[src/rtl/srp_correlator_if.sv]
// Read-only BRAM port bundle used by the SRP correlator.
// The correlator drives en/we/addr and receives dout one cycle after en.
interface srp_correlator_if #(
  parameter int ADDR_W = 12
) ();
  logic              en;
  logic              we;
  logic [ADDR_W-1:0] addr;
  logic [31:0]       dout;

  modport master (output en, output we, output addr, input dout);
  modport slave  (input en, input we, input addr, output dout);
endinterface

[src/rtl/srp_correlator.sv]
// Shapiro-Rudin-Park correlator: slides a +/-1 chip sequence over the sample
// buffer, accumulates the signed correlation for every lag and reports the
// lag with the largest value (earliest lag wins on ties).
module srp_correlator #(
  parameter int ADDR_W   = 12,
  parameter int DEPTH    = 2096,
  parameter int SEQ_LEN  = 64,
  parameter int SAMPLE_W = 16,
  parameter int ACC_W    = SAMPLE_W + $clog2(SEQ_LEN) + 1
) (
  input  logic                    clk,
  input  logic                    rst,
  input  logic                    start,
  input  logic [SEQ_LEN-1:0]      seq,
  output logic                    busy,
  output logic                    done,
  output logic [ADDR_W-1:0]       peak_idx,
  output logic signed [ACC_W-1:0] peak_val,
  srp_correlator_if.master        bram
);

  localparam int NLAGS = DEPTH - SEQ_LEN + 1;
  localparam int KW    = (SEQ_LEN > 1) ? $clog2(SEQ_LEN) : 1;
  localparam logic [KW-1:0]     K_LAST   = KW'(SEQ_LEN - 1);
  localparam logic [ADDR_W-1:0] LAG_LAST = ADDR_W'(NLAGS - 1);

  typedef enum logic [2:0] {
    S_IDLE,
    S_FETCH,
    S_DRAIN,
    S_CMP,
    S_DONE
  } state_t;

  state_t                  state_q, state_d;
  logic [ADDR_W-1:0]       lag_q, lag_d;
  logic [KW-1:0]           k_q, k_d;
  logic signed [ACC_W-1:0] acc_q, acc_d;
  logic [SEQ_LEN-1:0]      seq_q, seq_d;
  logic [ADDR_W-1:0]       peak_idx_q, peak_idx_d;
  logic signed [ACC_W-1:0] peak_val_q, peak_val_d;
  // Read pipeline tag: marks the cycle in which dout carries the datum for chip rd_k_q.
  logic                    rd_vld_q, rd_vld_d;
  logic [KW-1:0]           rd_k_q, rd_k_d;

  logic signed [ACC_W-1:0] sample_ext;
  logic                    unused_dout_hi;

  // Only the low SAMPLE_W bits carry the sample; the rest of the word is don't-care.
  assign sample_ext     = {{(ACC_W - SAMPLE_W){bram.dout[SAMPLE_W-1]}}, bram.dout[SAMPLE_W-1:0]};
  assign unused_dout_hi = ^bram.dout[31:SAMPLE_W];

  assign busy      = (state_q == S_FETCH) || (state_q == S_DRAIN) || (state_q == S_CMP);
  assign done      = (state_q == S_DONE);
  assign bram.en   = (state_q == S_FETCH);
  assign bram.we   = 1'b0;
  assign bram.addr = lag_q + ADDR_W'(k_q);
  assign peak_idx  = peak_idx_q;
  assign peak_val  = peak_val_q;

  // State and datapath registers; reset aborts any run immediately.
  always_ff @(posedge clk or posedge rst) begin
    if (rst) begin
      state_q    <= S_IDLE;
      lag_q      <= '0;
      k_q        <= '0;
      acc_q      <= '0;
      seq_q      <= '0;
      peak_idx_q <= '0;
      peak_val_q <= '0;
      rd_vld_q   <= 1'b0;
      rd_k_q     <= '0;
    end else begin
      state_q    <= state_d;
      lag_q      <= lag_d;
      k_q        <= k_d;
      acc_q      <= acc_d;
      seq_q      <= seq_d;
      peak_idx_q <= peak_idx_d;
      peak_val_q <= peak_val_d;
      rd_vld_q   <= rd_vld_d;
      rd_k_q     <= rd_k_d;
    end
  end

  // Next-state logic: issue reads, accumulate returning samples, track the peak.
  always_comb begin
    state_d    = state_q;
    lag_d      = lag_q;
    k_d        = k_q;
    acc_d      = acc_q;
    seq_d      = seq_q;
    peak_idx_d = peak_idx_q;
    peak_val_d = peak_val_q;
    rd_vld_d   = 1'b0;
    rd_k_d     = rd_k_q;

    // The datum issued last cycle is returning now; weight it by its chip.
    if (rd_vld_q) begin
      if (seq_q[rd_k_q]) acc_d = acc_q + sample_ext;
      else               acc_d = acc_q - sample_ext;
    end

    case (state_q)
      S_IDLE: begin
        if (start) begin
          state_d    = S_FETCH;
          lag_d      = '0;
          k_d        = '0;
          acc_d      = '0;
          seq_d      = seq;
          peak_idx_d = '0;
          peak_val_d = '0;
        end
      end
      S_FETCH: begin
        rd_vld_d = 1'b1;
        rd_k_d   = k_q;
        if (k_q == K_LAST) state_d = S_DRAIN;
        else               k_d     = k_q + 1'b1;
      end
      S_DRAIN: begin
        state_d = S_CMP;
      end
      S_CMP: begin
        // Strict compare keeps the earliest lag on ties.
        if ((lag_q == '0) || (acc_q > peak_val_q)) begin
          peak_val_d = acc_q;
          peak_idx_d = lag_q;
        end
        if (lag_q == LAG_LAST) begin
          state_d = S_DONE;
        end else begin
          lag_d   = lag_q + 1'b1;
          k_d     = '0;
          acc_d   = '0;
          state_d = S_FETCH;
        end
      end
      S_DONE: begin
        state_d = S_IDLE;
      end
      default: begin
        state_d = S_IDLE;
      end
    endcase
  end

endmodule

[src/flat_wrapper.sv]
// flat-port wrapper written by rule: the top's interface ports become plain ports
module srp_correlator_flat 
#(
  parameter int ADDR_W   = 12,
  parameter int DEPTH    = 2096,
  parameter int SEQ_LEN  = 64,
  parameter int SAMPLE_W = 16,
  parameter int ACC_W    = SAMPLE_W + $clog2(SEQ_LEN) + 1
)
  (clk, rst, start, seq, busy, done, peak_idx, peak_val, bram_en, bram_we, bram_addr, bram_dout);
  srp_correlator_if #(.ADDR_W(ADDR_W)) bram_i ();
  input  logic clk;
  input  logic rst;
  input  logic start;
  input  logic [SEQ_LEN-1:0] seq;
  output logic busy;
  output logic done;
  output logic [ADDR_W-1:0] peak_idx;
  output logic signed [ACC_W-1:0] peak_val;
  output wire logic [$bits(bram_i.en)-1:0] bram_en;
  output wire logic [$bits(bram_i.we)-1:0] bram_we;
  output wire logic [$bits(bram_i.addr)-1:0] bram_addr;
  input wire logic [$bits(bram_i.dout)-1:0] bram_dout;
  assign bram_en = bram_i.en;
  assign bram_we = bram_i.we;
  assign bram_addr = bram_i.addr;
  assign bram_i.dout = bram_dout;
  srp_correlator #(.ADDR_W(ADDR_W), .DEPTH(DEPTH), .SEQ_LEN(SEQ_LEN), .SAMPLE_W(SAMPLE_W), .ACC_W(ACC_W)) u_core (.clk(clk), .rst(rst), .start(start), .seq(seq), .busy(busy), .done(done), .peak_idx(peak_idx), .peak_val(peak_val), .bram(bram_i));
endmodule
[config.mk]
export PLATFORM = sky130hd
export DESIGN_NAME = srp_correlator_flat
export DESIGN_NICKNAME = d
export VERILOG_FILES = /design/src/rtl/srp_correlator_if.sv /design/src/rtl/srp_correlator.sv /design/src/flat_wrapper.sv
export SDC_FILE = /design/constraint.sdc
export NUM_CORES = 1
export LEC_CHECK = 0
export ABC_AREA = 1
export CAP_MARGIN = 15
export CORE_UTILIZATION = 45
export DETAILED_ROUTE_END_ITERATION = 6
export GPL_TIMING_DRIVEN = 0
export HOLD_SLACK_MARGIN = 0.06
export PLACE_DENSITY = 0.69
export SYNTH_ARGS = -nofsm -noshare
export SYNTH_HDL_FRONTEND = slang
export SYNTH_SLANG_ARGS = --single-unit
[constraint.sdc]
create_clock -name clk -period 8.9 [get_ports clk]
set_clock_uncertainty 0.1 [all_clocks]
set_input_delay 0.89 -clock clk [delete_from_list [all_inputs] [get_ports clk]]
set_output_delay 0.89 -clock clk [all_outputs]
set_load 0.01 [all_outputs]
# After elaboration in Yosys (flattened, before gate mapping)
# Cells that the tools add are included.
word_totals:
  register_bits: 150
  input_bits: 99
  output_inout_bits: 51
op_classes:
  n_mux: 24
  magnitude_cmp: 2
  addsub: 5
  eq_ne: 11
  n_reduce_logical: 12
ops:
  columns: ["operator", "n"]
  rows:
  - ["two-way mux 23 bit", 6]
  - ["one-hot mux 23 bit (2 select lines)", 2]
  - ["one-hot mux 12 bit (2 select lines)", 2]
  - ["two-way mux 12 bit", 3]
  - ["adder 23 x 16 -> 23 bit", 1]
  - ["> comparator 23 bit", 1]
  - ["subtractor 23 x 16 -> 23 bit", 1]
  - ["two-way mux 6 bit", 3]
  - ["one-hot mux 6 bit (3 select lines)", 1]
  - ["adder 12 x 1 -> 12 bit (second input constant)", 1]
  - ["adder 12 x 6 -> 12 bit", 1]
  - ["== test 12 x 11 -> 1 bit (second input constant)", 1]
  - ["logical NOT 12 bit", 1]
  - ["one-hot mux 3 bit (4 select lines)", 1]
  - ["two-way mux 3 bit", 3]
  - ["inequality test 2 bit (second input constant)", 4]
  - ["less-than comparator 6 x 7 -> 1 bit (second input constant)", 1]
  - ["adder 6 x 1 -> 6 bit (second input constant)", 1]
  - ["binary-select mux 1 bit (select 6 bit)", 1]
  - ["== test 3 x 2 -> 1 bit (second input constant)", 2]
  - ["== test 6 bit (second input constant)", 1]
  - ["AND reduction 3 bit", 2]
  - ["AND reduction 2 bit", 2]
  - ["AND reduction 4 bit", 1]
  - ["8 further kinds", 11]

# Logic depth before layout (Yosys ltp)
logic_depth:
  depth_word: 6
  depth_mapped: 32
  depth_no_buf: 29

# Worst setup path after synthesis
# Ideal clock, no wire load.
synth_timing:
  kind: "input-to-reg"
  startpoint: "in bram_dout[0]"
  endpoint: "reg u_core.acc_q[17]"
  path_buffers: 0
  slack_ns: 5.310
  path_stages: 23
  setup_time_ns: 0.064
  arrival_ns: 3.425
  cell_sequence: "inv_1 -> ha_1 -> nand2_1 -> nor3_1 -> nand2_1 -> inv_1 -> nand2_1 -> inv_1 -> nand2_1 -> inv_1 -> nor2_1 -> xnor2_1 -> inv_1 -> ha_1 -> nand2_1 -> nor2_1 -> nand4_1 -> o21ai_0 -> a21boi_0 -> or2_2 -> nand3_1 -> o211ai_1 -> inv_1"
synth_between:
  elab_chain_len: 5
synth_rtl:
  columns: ["element", "line_no", "rtl"]
  rows:
  - ["from (decl)", "flat_wrapper.sv:23", "input wire logic [$bits(bram_i.dout)-1:0] bram_dout;"]
  - ["subtractor 23 x 16 -> 23 bit or adder 23 x 16 -> 23 bit (tied branches)", "srp_correlator.sv:101, srp_correlator.sv:100", null]
  - ["two-way mux 23 bit *", "srp_correlator.sv:100", "if (seq_q[rd_k_q]) acc_d = acc_q + sample_ext;"]
  - ["two-way mux 23 bit *", "srp_correlator.sv:99", "if (rd_vld_q) begin"]
  - ["two-way mux 23 bit (on tied branches)", "srp_correlator.sv:131, srp_correlator.sv:106", null]
  - ["one-hot mux 23 bit (2 select lines) *", "srp_correlator.sv:104", "case (state_q)"]
  - ["named net u_core.acc_d[17]", "srp_correlator.sv:38", "logic signed [ACC_W-1:0] acc_q, acc_d;"]
  - ["to (signal assigned)", "srp_correlator.sv:67", "acc_q <= '0;"]
  - ["to (signal assigned)", "srp_correlator.sv:77", "acc_q <= acc_d;"]
  - ["to (decl)", "srp_correlator.sv:38", null]
# The timed path passes the listed nets; every way through them passes the cells marked *.
# A chain may end at the register's enable or synchronous reset.

# Final worst setup path
layout_timing:
  startpoint: "reg u_core.rd_k_q[2]"
  endpoint: "reg u_core.acc_q[20]"
layout_between:
  elab_chain_len: 6
layout_rtl:
  columns: ["element", "line_no", "rtl"]
  rows:
  - ["from (decl)", "srp_correlator.sv:44", "logic [KW-1:0] rd_k_q, rd_k_d;"]
  - ["from (signal assigned)", "srp_correlator.sv:82", "rd_k_q <= rd_k_d;"]
  - ["binary-select mux 1 bit (select 6 bit) *", "srp_correlator.sv:100", null]
  - ["two-way mux 1 bit (not written as such) *", "srp_correlator.sv:100", null]
  - ["two-way mux 23 bit *", "srp_correlator.sv:100", null]
  - ["two-way mux 23 bit *", "srp_correlator.sv:99", null]
  - ["two-way mux 23 bit (on tied branches)", "srp_correlator.sv:131, srp_correlator.sv:106", null]
  - ["one-hot mux 23 bit (2 select lines) *", "srp_correlator.sv:104", null]
  - ["named net u_core.acc_d[20]", "srp_correlator.sv:38", null]
# The timed path passes the listed nets; every way through them passes the cells marked *. The select of a mux whose other input is x is not followed.

==> impl_metrics.yaml <==
pwr:
  p_leak_uw: 0.005923
  p_per_area_mw_per_mm2: 399.8
  peakVddDrop_mv: 0.2135
global_routing:
  busiest_layer: "met2"
  grt_use_total_pct: 24.64
  use_met2_pct: 40.24
  grt_use_met1_pct: 34.20
  grt_overflow: 0
  grt_max_degree: 85
  antenna_found_initial: 0
  grt_pass1_wl_mm: 42.01
  grt_pass1_vias: 8385
  grtUsageMet3_pct: 3.969
setup_path:
  critical_path_arrival_ns: 5.08
  worstSetupStartpointType: "flop"
  end_kind: "flop"
  crit_start: "u_core.rd_k_q[2]"
  worstPathRequired_ns: 9.13
  worst-path-max-fanout: 10
  critPathKind: "flop to flop"
  worstReg2RegStart: "u_core.rd_k_q[2]"
die:
  initial_core_util_pct: 46.14
  fp-row-count: 52
  die_h_microns: 146.3
  dieArea_sq_mm: 0.02139
  fp.dieW_microns: 146.3
  io_pins: 150
  fp.coreArea_sq_mm: 0.02030
finish:
  fillers: 1992
  fin_area_sq_mm: 0.01165
  final_cell_mix: "nand2_1, dfrtp_1, inv_1"
  nets: 1599
  final_core_util_pct: 57.38
  stdcell_count: 1726
  multiInputGateArea_sq_mm: 0.004826
  final_common_cell: "nand2_1"
  drive_above_1_share_pct: 5.014
  regArea_sq_mm: 0.003754
  area_growth_pct: 24.37
  n_antenna_cell: 0
detailed_routing:
  via_per_inst: 5.045
  drcViolationCount: 0
  postRouteAntennaNets: 0
  wl_mm: 25.06
  drt_iter0_markers: 603
  num_vias: 8707
  wl_per_cell_microns: 14.52
  first_pass_iters: 5
cts:
  cts_setup_buffers: 0
  cts_max_path_buffers: 2
  path_clk_slew_ns: 0.06
  clkSinkCount: 150
  numCtsBuffers: 17
  clock-root-buffer: "clkbuf_16"
  cts_resized: 0
  htreeDepth: 4
  clk_latency_ns: 0.43
  cts_tree: "done"
  cts_hold_buf: 0
sta:
  worst_pin_slew_ns: 0.6617
  setup-tns-final_ns: 0
  finalHoldViolCount: 0
  relSlewSlack_pct: 55.89
  fmax_ghz: 0.2060
  hold_slack_ns: 0.3722
  drv_slew: 0
  rsz0062_at_grt: "false"
  min_period_ns: 4.855
  post-route-period-util_pct: 54.55
  setup-violations-final: 0
yosys:
  synth_seq_cells: 150
  avgSynthCellArea_sq_um: 7.254
  yosysWarningCount: 0
  syn-cell-area_sq_mm: 0.009365
  synth-seq-area-share_pct: 40.08
  synth_ff_type: "dfrtp_1"
  synthTopCellsByArea: "dfrtp_1, nand2_1, ha_1, inv_1, nand3_1"
  synth-edff-count: 0
  synth_top_cell_by_area: "dfrtp_1"
  syn_nets: 1447
  synth_top_area_share_pct: 40.08
  async_flop_share_pct: 100.0
  synth_cells: 1291
  synth_cell_types: 39
placement:
  io_buffers: 132
  place.gp.congestion: 0.8519
  placed_area_sq_mm: 0.01106
  placed_cells: 1694
  hpwl_mm: 19.34
job:
  max_cap_viol_count: 0
worst_hold_path:
  hp-start: "u_core.peak_idx[1]"
  hold_path_class: "flop to flop"
outcome:
  outcome: "finished, final reports clean"
==> synthesized netlist by cell type, types with 4 or more instances <==
| library cell | instances |
|---|---|
| nand2_1 | 454 |
| dfrtp_1 | 150 |
| inv_1 | 145 |
| nand3_1 | 108 |
| nor2_1 | 85 |
| a21oi_1 | 63 |
| ha_1 | 55 |
| o21ai_0 | 49 |
| xor2_1 | 25 |
| clkbuf_1 | 23 |
| buf_2 | 19 |
| nand3b_1 | 13 |
| nand4_1 | 11 |
| nor3_1 | 11 |
| xnor2_1 | 9 |
| a211oi_1 | 7 |
| o211ai_1 | 7 |
| o21bai_1 | 6 |
| a21o_1 | 5 |
| buf_1 | 5 |
| a31oi_1 | 4 |
| inv_2 | 4 |
| nor4_1 | 4 |
==> per-stage QoR <==
step                      setup slack [ns]  power, uW
after global routing                 3.692       5129
after detailed placement             4.099       3925
after global placement               1.670       3883
final                                4.045       4656
after CTS                            4.057       4667
after floorplan                      3.874       3132
==> metal layers <==
layer | share of wire (%) | vias to the layer above | routed length, microns
met5 | 0 | - | 0
met4 | 1.2 | 0 | 290
met3 | 4.6 | 20 | 1146
met2 | 47 | 207 | 11800
met1 | 47 | 4051 | 11820
li1 | - | 4429 | -
==> kinds of logic after synthesis <==
family	count (synthesis)	share of synthesized area, %
AOI/OAI and AO/OA	148	8.831
buffers and inverters	199	8.390
and+or+nand+nor	702	31.70
DFF	150	40.08
xor gates and xnor gates	34	3.180
adders and majority gates	57	7.776
other	1	0.04004
==> critical path: stages, from the launching register on <==
cell,delay (ns)
dfrtp_1,0.32
clkbuf_1,0.49
inv_1,0.39
nand3_1,0.20
nand2_1,0.12
nand2_1,0.08
nand3_1,0.08
nand3_1,0.20
nand2_1,0.20
buf_2,0.23
o21ai_0,0.36
inv_1,0.11
fa_1,0.42
nor2_1,0.14
nand2_1,0.09
nand2_1,0.09
a21oi_1,0.13
inv_1,0.10
nand2_1,0.05
nand2_1,0.09
a21oi_1,0.10
o21bai_1,0.25
nand2_1,0.11
nand3_1,0.08
nand3_1,0.07
nand2_1,0.09
inv_1,0.03
==> path summary, 6_finish.rpt <==
kind | to | slack [ns] | depth (start not counted)
max | u_core.acc_q[20] | 4.04 | 26
min | u_core.peak_idx[1] | 0.37 | 2
max reg2reg | u_core.acc_q[20] | 4.04 | 26
min reg2reg | u_core.peak_idx[1] | 0.37 | 2
max in group asynchronous | u_core.seq_q[40] | 7.02 | 3
min in group asynchronous | u_core.k_q[1] | 0.85 | 2
==> power breakdown <==
| part | internal (uW) | total [uW] | switching (uW) |
|---|---|---|---|
| Clock | 424 | 727 | 303 |
| Combinational | 1060 | 2780 | 1720 |
| Sequential | 942 | 1150 | 210 |
==> area by class of cell <==
class | count | share of cell area, %
clock buffers | 19 | 3.803
clock inverters | 13 | 1.268
plain buffers | 50 | 1.944
repair buffers | 133 | 11.58
flip-flops and latches | 150 | 32.23
well taps | 270 | 2.900
multi-input cells | 942 | 41.43
inverters | 149 | 4.845
==> flip-flops by register name (all words and copies together), names as in the netlist <==
register         cells
u_core.k_q           6
u_core.rd_vld_q      1
u_core.rd_k_q        6
u_core.lag_q        12
u_core.peak_val     23
u_core.state_q       3
u_core.peak_idx     12
u_core.seq_q        64
u_core.acc_q        23
Power figures use the tool's default switching activity.
